### config.mk
export PLATFORM = sky130hd
export DESIGN_NAME = convenc_frm
export DESIGN_NICKNAME = d
export VERILOG_FILES = /design/src/rtl/convenc_frm.sv
export SDC_FILE = /design/constraint.sdc
export NUM_CORES = 1
export LEC_CHECK = 0
export CAP_MARGIN = 15
export CORE_AREA = 10 10 47 49
export CTS_CLUSTER_SIZE = 8
export DETAILED_ROUTE_END_ITERATION = 10
export DIE_AREA = 0 0 57 59
export GPL_TIMING_DRIVEN = 0
export PLACE_DENSITY = 0.72
export SLEW_MARGIN = 20
export SYNTH_ARGS = -nofsm -noshare
export SYNTH_HDL_FRONTEND = slang
export SYNTH_SLANG_ARGS = --single-unit
### constraint.sdc
create_clock -name clk -period 2.82 [get_ports clk]
set_input_delay 0.282 -clock clk [delete_from_list [all_inputs] [get_ports clk]]
set_output_delay 0.282 -clock clk [all_outputs]
set_load 0.01 [all_outputs]
### src/rtl/convenc_frm.sv
// Frame-aware rate-1/N convolutional encoder with K-1 zero-tail flush and start-of-frame clearing.
// Optional rate 2/3 / 3/4 puncturing (N=2 only) is compiled in with CONVENC_PUNCT_EN.
module convenc_frm #(
  parameter int unsigned K = 7,
  parameter int unsigned N = 2,
  parameter logic [N*K-1:0] G = {7'o133, 7'o171}
) (
  input  logic         clk,
  input  logic         rst,
  input  logic         dv_in,
  input  logic         din,
  input  logic         sof_in,
  input  logic         eof_in,
  input  logic [1:0]   punct_mode,
  output logic         ready_out,
  output logic         dv_out,
  output logic [N-1:0] dout,
  output logic [N-1:0] dout_mask,
  output logic         eof_out
);

  localparam int unsigned CntW = $clog2(K);

  typedef enum logic {StStream, StTail} state_e;

  state_e          state_q, state_d;
  logic [CntW-1:0] cnt_q, cnt_d;
  logic [K-2:0]    sr_q, sr_d, sr_w;
  logic            accept, in_tail, fire, sof_acc, last_tail, b;
  logic [K-1:0]    win;
  logic [N-1:0]    enc_w, mask_w;

  assign ready_out = (state_q == StStream);
  assign accept    = dv_in & ready_out;
  assign in_tail   = (state_q == StTail);
  assign fire      = accept | in_tail;
  assign sof_acc   = accept & sof_in;
  assign last_tail = in_tail & (cnt_q == CntW'(1));
  assign b         = accept & din;
  // A start-of-frame bit sees an all-zero history regardless of what came before.
  assign sr_w      = sof_acc ? '0 : sr_q;
  assign win       = {b, sr_w};

  always_comb begin
    enc_w = '0;
    for (int j = 0; j < N; j++) begin
      enc_w[j] = ^(win & G[j*K +: K]);
    end
  end

  always_comb begin
    state_d = state_q;
    cnt_d   = cnt_q;
    sr_d    = sr_q;
    unique case (state_q)
      StStream: begin
        if (accept && eof_in) begin
          state_d = StTail;
          cnt_d   = CntW'(K - 1);
        end
      end
      StTail: begin
        cnt_d = cnt_q - CntW'(1);
        if (last_tail) state_d = StStream;
      end
    endcase
    if (fire) sr_d = last_tail ? '0 : {b, sr_w[K-2:1]};
  end

`ifdef CONVENC_PUNCT_EN
  localparam bit PunctOn = (N == 2);

  logic [1:0] phase_q, phase_d, mode_q, mode_d;
  logic [1:0] md, ph, ph_nxt, pm;

  always_comb begin
    md      = sof_acc ? punct_mode : mode_q;
    ph      = sof_acc ? 2'd0 : phase_q;
    pm      = 2'b11;
    ph_nxt  = 2'd0;
    mode_d  = md;
    phase_d = phase_q;
    unique case (md)
      2'd1: begin
        pm     = (ph == 2'd0) ? 2'b11 : 2'b01;
        ph_nxt = (ph == 2'd0) ? 2'd1 : 2'd0;
      end
      2'd2: begin
        unique case (ph)
          2'd0:    begin pm = 2'b11; ph_nxt = 2'd1; end
          2'd1:    begin pm = 2'b10; ph_nxt = 2'd2; end
          default: begin pm = 2'b01; ph_nxt = 2'd0; end
        endcase
      end
      default: begin
        pm     = 2'b11;
        ph_nxt = 2'd0;
      end
    endcase
    if (fire) phase_d = last_tail ? 2'd0 : ph_nxt;
    mask_w = '1;
    if (PunctOn) mask_w[1:0] = pm;
  end

  always_ff @(posedge clk) begin
    if (rst) begin
      phase_q <= 2'd0;
      mode_q  <= 2'd0;
    end else begin
      phase_q <= phase_d;
      mode_q  <= mode_d;
    end
  end
`else
  logic unused_punct;
  assign unused_punct = ^punct_mode;
  assign mask_w       = '1;
`endif

  always_ff @(posedge clk) begin
    if (rst) begin
      state_q   <= StStream;
      cnt_q     <= '0;
      sr_q      <= '0;
      dv_out    <= 1'b0;
      dout      <= '0;
      dout_mask <= '0;
      eof_out   <= 1'b0;
    end else begin
      state_q   <= state_d;
      cnt_q     <= cnt_d;
      sr_q      <= sr_d;
      dv_out    <= fire;
      dout      <= fire ? enc_w : '0;
      dout_mask <= fire ? mask_w : '0;
      eof_out   <= last_tail;
    end
  end

endmodule

==> flow_summary.yaml, run 1 <==
synth:
  async_flop_share_pct: 0
  synth_cells: 65
  synthTopCellsByCount: "14 x dfxtp_1, 9 x nor2_1, 6 x inv_1"
  netlist_area_um2: 619
  synth_most_common_cell: "dfxtp_1"
  yosysWarnings: 0
  synth_cell_types: 24
  syn_area_per_cell_um2: 9.53
  ys.flop_type: "dfxtp_1"
  synth_edf_count: 0
  netlist_top_cells_area: "dfxtp_1 45%, mux2i_1 6.5%, a22oi_1 6.1%, nor2_1 5.5%, ha_1 4.0%"
  ys_seq_area_share_pct: 45.3
  syn-num-nets: 75
  yosysTopAreaCell: "dfxtp_1"
  synth-seq-cells: 14
  synth_top_area_share_pct: 45.3
critical_path:
  end_kind: "output port"
  cp.arrival_ns: 1.40
  critPathRequiredTime_ns: 2.54
  cp-start-kind: "flip-flop"
  crit_fanout: 10
  worst-setup-path-type: "reg2out"
  r2r_cells: 4
clock_tree:
  hold_buffers: 0
  clock_path_buffers: 2
  cts_made_buffers: 3
  htreeDepth: 1
  post_cts_buffers: 0
  clock_tree.root_cell: "clkbuf_4"
  clkLatencyLatePin_ns: 0.27
  cts_resized: 0
  cts_tree: "built"
  clkTransAtPathRegs_ns: 0.07
  cts.sinks: 14
power_and_ir_drop:
  p_switching_w: 0.0000921
  seqPwrFrac_pct: 55.4
  pwr-share-clk_pct: 27.2
  intPower_w: 0.000291
  switching_share_pct: 24.1
  p_per_area_mw_per_mm2: 490
  p_leak_nw: 0.309
  peakVddDrop_v: 0.000268
  combPwrFrac_pct: 17.3
timing:
  final-setup-viol-count: 0
  worst_slew_pin_slew_ns: 0.472
  finalHoldViolations: 0
  rsz0062_at_grt: "no"
  finalCriticalPeriod_ns: 1.68
  max_freq_ghz: 0.596
  maxSlewViolCount: 0
  fin_tns_setup_ns: 0
  slew_headroom_pct: 68.4
  timing.clock.skew_ns: 0.00281
  finalCritPeriodShare_pct: 59.5
grt:
  grt_max_degree: 11
  gr-usage-all-layers_pct: 7.78
  antenna_found_initial: 0
  grt_pass1_wl_um: 2130
  globalRouteOverflowTotal: 0
  grt_pass1_vias: 495
die:
  initial_utilization_pct: 44.2
  fp.dieH_um: 59
  row_count: 14
  fp.dieW_um: 57
  ios: 15
  die_area_mm2: 0.00336
  coreArea_mm2: 0.00140
placed_design:
  placed_cell_area_um2: 759
  dp_hpwl_um: 864
  place.gp.congestion: 0.730
  io_buffers: 12
cells_and_area:
  regArea_um2: 280
  multi_input_area_um2: 293
  final_area_um2: 782
  n_antenna_cell: 0
  nFillCells: 138
  area_growth_pct: 26.3
  finalNetCount: 92
  drive_gt1_share_pct: 12.5
routing:
  drt-vias-per-instance: 5.16
  drt-initial-drc-count: 9
  wire_per_inst_um: 11.5
  ant_nets: 0
  wirelength_um: 1110
  num_vias: 495
  drc: 0
  drtPass1Iterations: 4
run:
  cap_violations: 0
run_status:
  status: "finished clean"
hold_path:
  min_path_cells: 1
  min_path_type: "reg2reg"
==> worst max-delay path, cell delays in order (launching register included) <==
cell	delay, ns
dfxtp_1	0.31
buf_2	0.17
inv_1	0.10
clkdlybuf4s50_1	0.54
==> power by group through the flow <==
stage | Clock [W] | Combinational [W] | Sequential (W)
2_1_floorplan | 0 | 0.0000390 | 0.000217
3_3_place_gp | 0 | 0.0000662 | 0.000216
3_5_place_dp | 0 | 0.0000668 | 0.000217
4_1_cts | 0.000110 | 0.0000671 | 0.000212
5_1_grt | 0.000123 | 0.0000745 | 0.000214
6_report | 0.000104 | 0.0000664 | 0.000212
==> cell usage in the layout, fill, tap and decap left out <==
cell,instances
a211oi_1,3
a21oi_1,4
a21oi_2,1
a22oi_1,5
a311oi_1,1
and2b_4,1
buf_1,1
buf_2,1
buf_4,2
clkbuf_4,3
clkdlybuf4s50_1,12
dfxtp_1,14
ha_1,2
inv_1,6
mux2i_1,4
nor2_1,9
nor2b_1,1
nor3_1,1
nor3b_1,1
o211a_1,1
o21ai_0,1
o2bb2ai_1,1
or2_2,1
or4_4,1
xnor2_1,2
xor2_1,1
==> stage by stage <==
step                      worst slack [ns]  util, %  total power, W  instances  hold WS, ns
after global routing                  1.07     55.8        0.000411         96        0.535
after CTS                             1.12     55.8        0.000389         96        0.495
final                                 1.14     55.8        0.000383         96        0.486
after floorplan                       1.54        -        0.000256         65        0.354
after global placement                1.02     54.2        0.000283         93        0.471
after detailed placement              1.01     54.2        0.000284         93        0.484
==> area by class of cell <==
type | count | share of cell area (%)
Multi-Input combinational cell | 41 | 37.4
Sequential cell | 14 | 35.8
Timing Repair Buffer | 12 | 15.4
Buffer | 4 | 3.04
Clock buffer | 3 | 2.88
Inverter | 6 | 2.88
Tap cell | 16 | 2.56
==> per-layer routing <==
metal / share of wire (%) / vias to the layer above / track usage, %
li1: - / 253 / -
met1: 46 / 229 / 8.70
met2: 44 / 11 / 11.6
met3: 9.3 / 2 / 5.58
met4: 1.3 / 0 / 2.01
met5: 0 / - / 0
==> state kept, by name (all words and copies together) (netlist names) <==
| name | count |
|---|---|
| dout_mask | 1 |
| eof_out | 1 |
| sr_q | 6 |
| in_tail | 1 |
| cnt_q | 3 |
| dout | 2 |
==> logic make-up after synthesis <==
logic type	synth area share [%]
flops	45.3
xor+xnor	4.24
fa+ha+maj	4.04
mux	6.46
simple gates	12.9
buf+inv	7.47
compound gates	19.6
==> path summary, 6_finish.rpt <==
| path | to | startpoint | slack, ns |
|---|---|---|---|
| max reg2reg | dout[0] | in_tail | 1.40 |
| max | ready_out | in_tail | 1.14 |
| min | cnt_q[2] | cnt_q[2] | 0.49 |
| min reg2reg | cnt_q[2] | cnt_q[2] | 0.49 |
(Power assumes the default switching activity.)
==> inputs of run 2 (changes only) <==
--- a/config.mk
+++ b/config.mk
@@ -6,12 +6,12 @@
 export NUM_CORES = 1
 export LEC_CHECK = 0
 export CAP_MARGIN = 15
-export CORE_AREA = 10 10 47 49
+export CORE_MARGIN = 10
+export CORE_UTILIZATION = 41
 export CTS_CLUSTER_SIZE = 8
 export DETAILED_ROUTE_END_ITERATION = 10
-export DIE_AREA = 0 0 57 59
 export GPL_TIMING_DRIVEN = 0
-export PLACE_DENSITY = 0.72
+export PLACE_DENSITY = 0.67
 export SLEW_MARGIN = 20
 export SYNTH_ARGS = -nofsm -noshare
 export SYNTH_HDL_FRONTEND = slang
==> constraint.sdc (replaced) <==
create_clock -name clk -period 1.5 [get_ports clk]
set_input_delay 0.15 -clock clk [delete_from_list [all_inputs] [get_ports clk]]
set_output_delay 0.15 -clock clk [all_outputs]
set_load 0.01 [all_outputs]
==> flow_summary.yaml, run 2 (synthesis gave the netlist of run 1 again) <==
clock_tree:
  clock_path_buffers: 2
  htreeDepth: 1
  cts_made_buffers: 3
  post_cts_buffers: 0
  clkLatencyLatePin_ns: 0.27
  cts_tree: "built"
  clkTransAtPathRegs_ns: 0.08
  clock_tree.root_cell: "clkbuf_4"
  cts.sinks: 14
routing:
  drt-initial-drc-count: 6
  drtPass1Iterations: 4
  wire_per_inst_um: 12.4
  wirelength_um: 1180
  drt-vias-per-instance: 5.17
  ant_nets: 0
  drc: 0
  num_vias: 491
placed_design:
  placed_cell_area_um2: 758
  io_buffers: 12
  place.gp.congestion: 0.741
  dp_hpwl_um: 906
  dp_worst_setup_slack_ns: -0.200
die:
  die_area_mm2: 0.00347
  fp.dieH_um: 58.9
  ios: 15
  initial_utilization_pct: 45.3
  fp.dieW_um: 58.9
  coreArea_mm2: 0.00137
  row_count: 13
timing:
  fin_hold_ws_ns: 0.495
  rsz0062_at_grt: "no"
  finalHoldViolations: 0
  timing.clock.skew_ns: 0.00263
  maxSlewViolCount: 0
  finalCritPeriodShare_pct: 95.3
  final-setup-viol-count: 0
  worst_slack_ns: 0.0698
  finalCriticalPeriod_ns: 1.43
  worst_slew_pin_slew_ns: 0.428
  slew_headroom_pct: 71.5
  max_freq_ghz: 0.699
cells_and_area:
  finalNetCount: 92
  largest_reg_flops: 6
  reg_top3: "sr_q: 6 flops, cnt_q: 3 flops, dout: 2 flops"
  area_growth_pct: 26.3
  final_cell_mix: "14 x dfxtp_1, 11 x clkdlybuf4s50_1, 8 x nor2_1"
  final_area_um2: 782
  n_antenna_cell: 0
  regMostFlops: "sr_q"
  final_common_cell: "dfxtp_1"
  drive_gt1_share_pct: 13.8
power_and_ir_drop:
  p_leak_nw: 0.308
  peakVddDrop_v: 0.000536
  p_per_area_mw_per_mm2: 929
  power.total_w: 0.000726
grt:
  grt-busiest-layer: "met2"
  grt_pass1_vias: 451
  gr-usage-all-layers_pct: 7.34
  grt_max_degree: 11
  grt_use_met2_pct: 10.5
  antenna_found_initial: 0
  grt_pass1_wl_um: 2030
  globalRouteOverflowTotal: 0
  grt_use_met3_pct: 3.22
  use_met1_pct: 9.30
critical_path:
  critPathRequiredTime_ns: 1.70
  cp.arrival_ns: 1.63
  cp-start-kind: "primary input"
  worst-setup-path-type: "in2reg"
  crit_fanout: 5
  end_kind: "flip-flop"
hold_path:
  min_path_type: "reg2reg"
run_status:
  status: "finished clean"
run:
  cap_violations: 0
[run 2: cell count changes in the layout (fill, tap and decap cells not counted)]
cell / change
clkdlybuf4s50_1: -1
dlygate4sd2_1: +1
nor2_1: -1
nor2_2: +1
[run 2: final timing paths]
kind / depth (start not counted) / slack [ns] / endpoint / from
worst max-delay path: 5 / 0.07 / dout[0] / dv_in
worst min-delay path: 1 / 0.50 / cnt_q[2] / cnt_q[2]
worst max register to register: 4 / 0.11 / dout[0] / in_tail
worst min register to register: 1 / 0.50 / cnt_q[2] / cnt_q[2]
[run 2: worst max-delay path, cell delays in order]
cell and delay, ns:
clkdlybuf4s50_1 0.58, and2b_4 0.22, a21oi_2 0.06, or4_4 0.47, mux2i_1 0.15
[run 2: report_power, final]
group | total [W] | internal (W) | switching [W]
Sequential | 0.000399 | 0.000388 | 0.0000105
Combinational | 0.000126 | 0.0000645 | 0.0000614
Clock | 0.000202 | 0.0000928 | 0.000109
[run 2: routing by layer]
layer / routed length [um] / part of all wire (%)
met1: 630 / 54
met2: 448 / 38
met3: 86 / 7.3
met4: 12 / 1.0
met5: 0 / 0
[run 2: final cells by class]
class,count,area [um^2]
plain buffers,4,23.8
clock buffers,3,22.5
fillers,135,584
inverters,6,22.5
multi-input cells,41,295
flip-flops and latches,14,280
well taps,15,18.8
repair buffers,12,119
[run 2: per-stage QoR]
step           std cells  utilization, %  TNS (ns)
3_5_place_dp          92            55.5    -0.370
3_3_place_gp          92            55.5    -0.355
4_1_cts               95            57.1         0
2_1_floorplan         65               -         0
5_1_grt               95            57.2         0
6_report              95            57.2         0
[run 2: what timing repair did]
action | 4_1_cts | 5_1_grt
endpoints found under the setup margin | 1 | 1
pin swaps | 0 | 0
hold buffers | 0 | 0
resized for setup | 1 | 1
hold endpoints to repair | 0 | 0
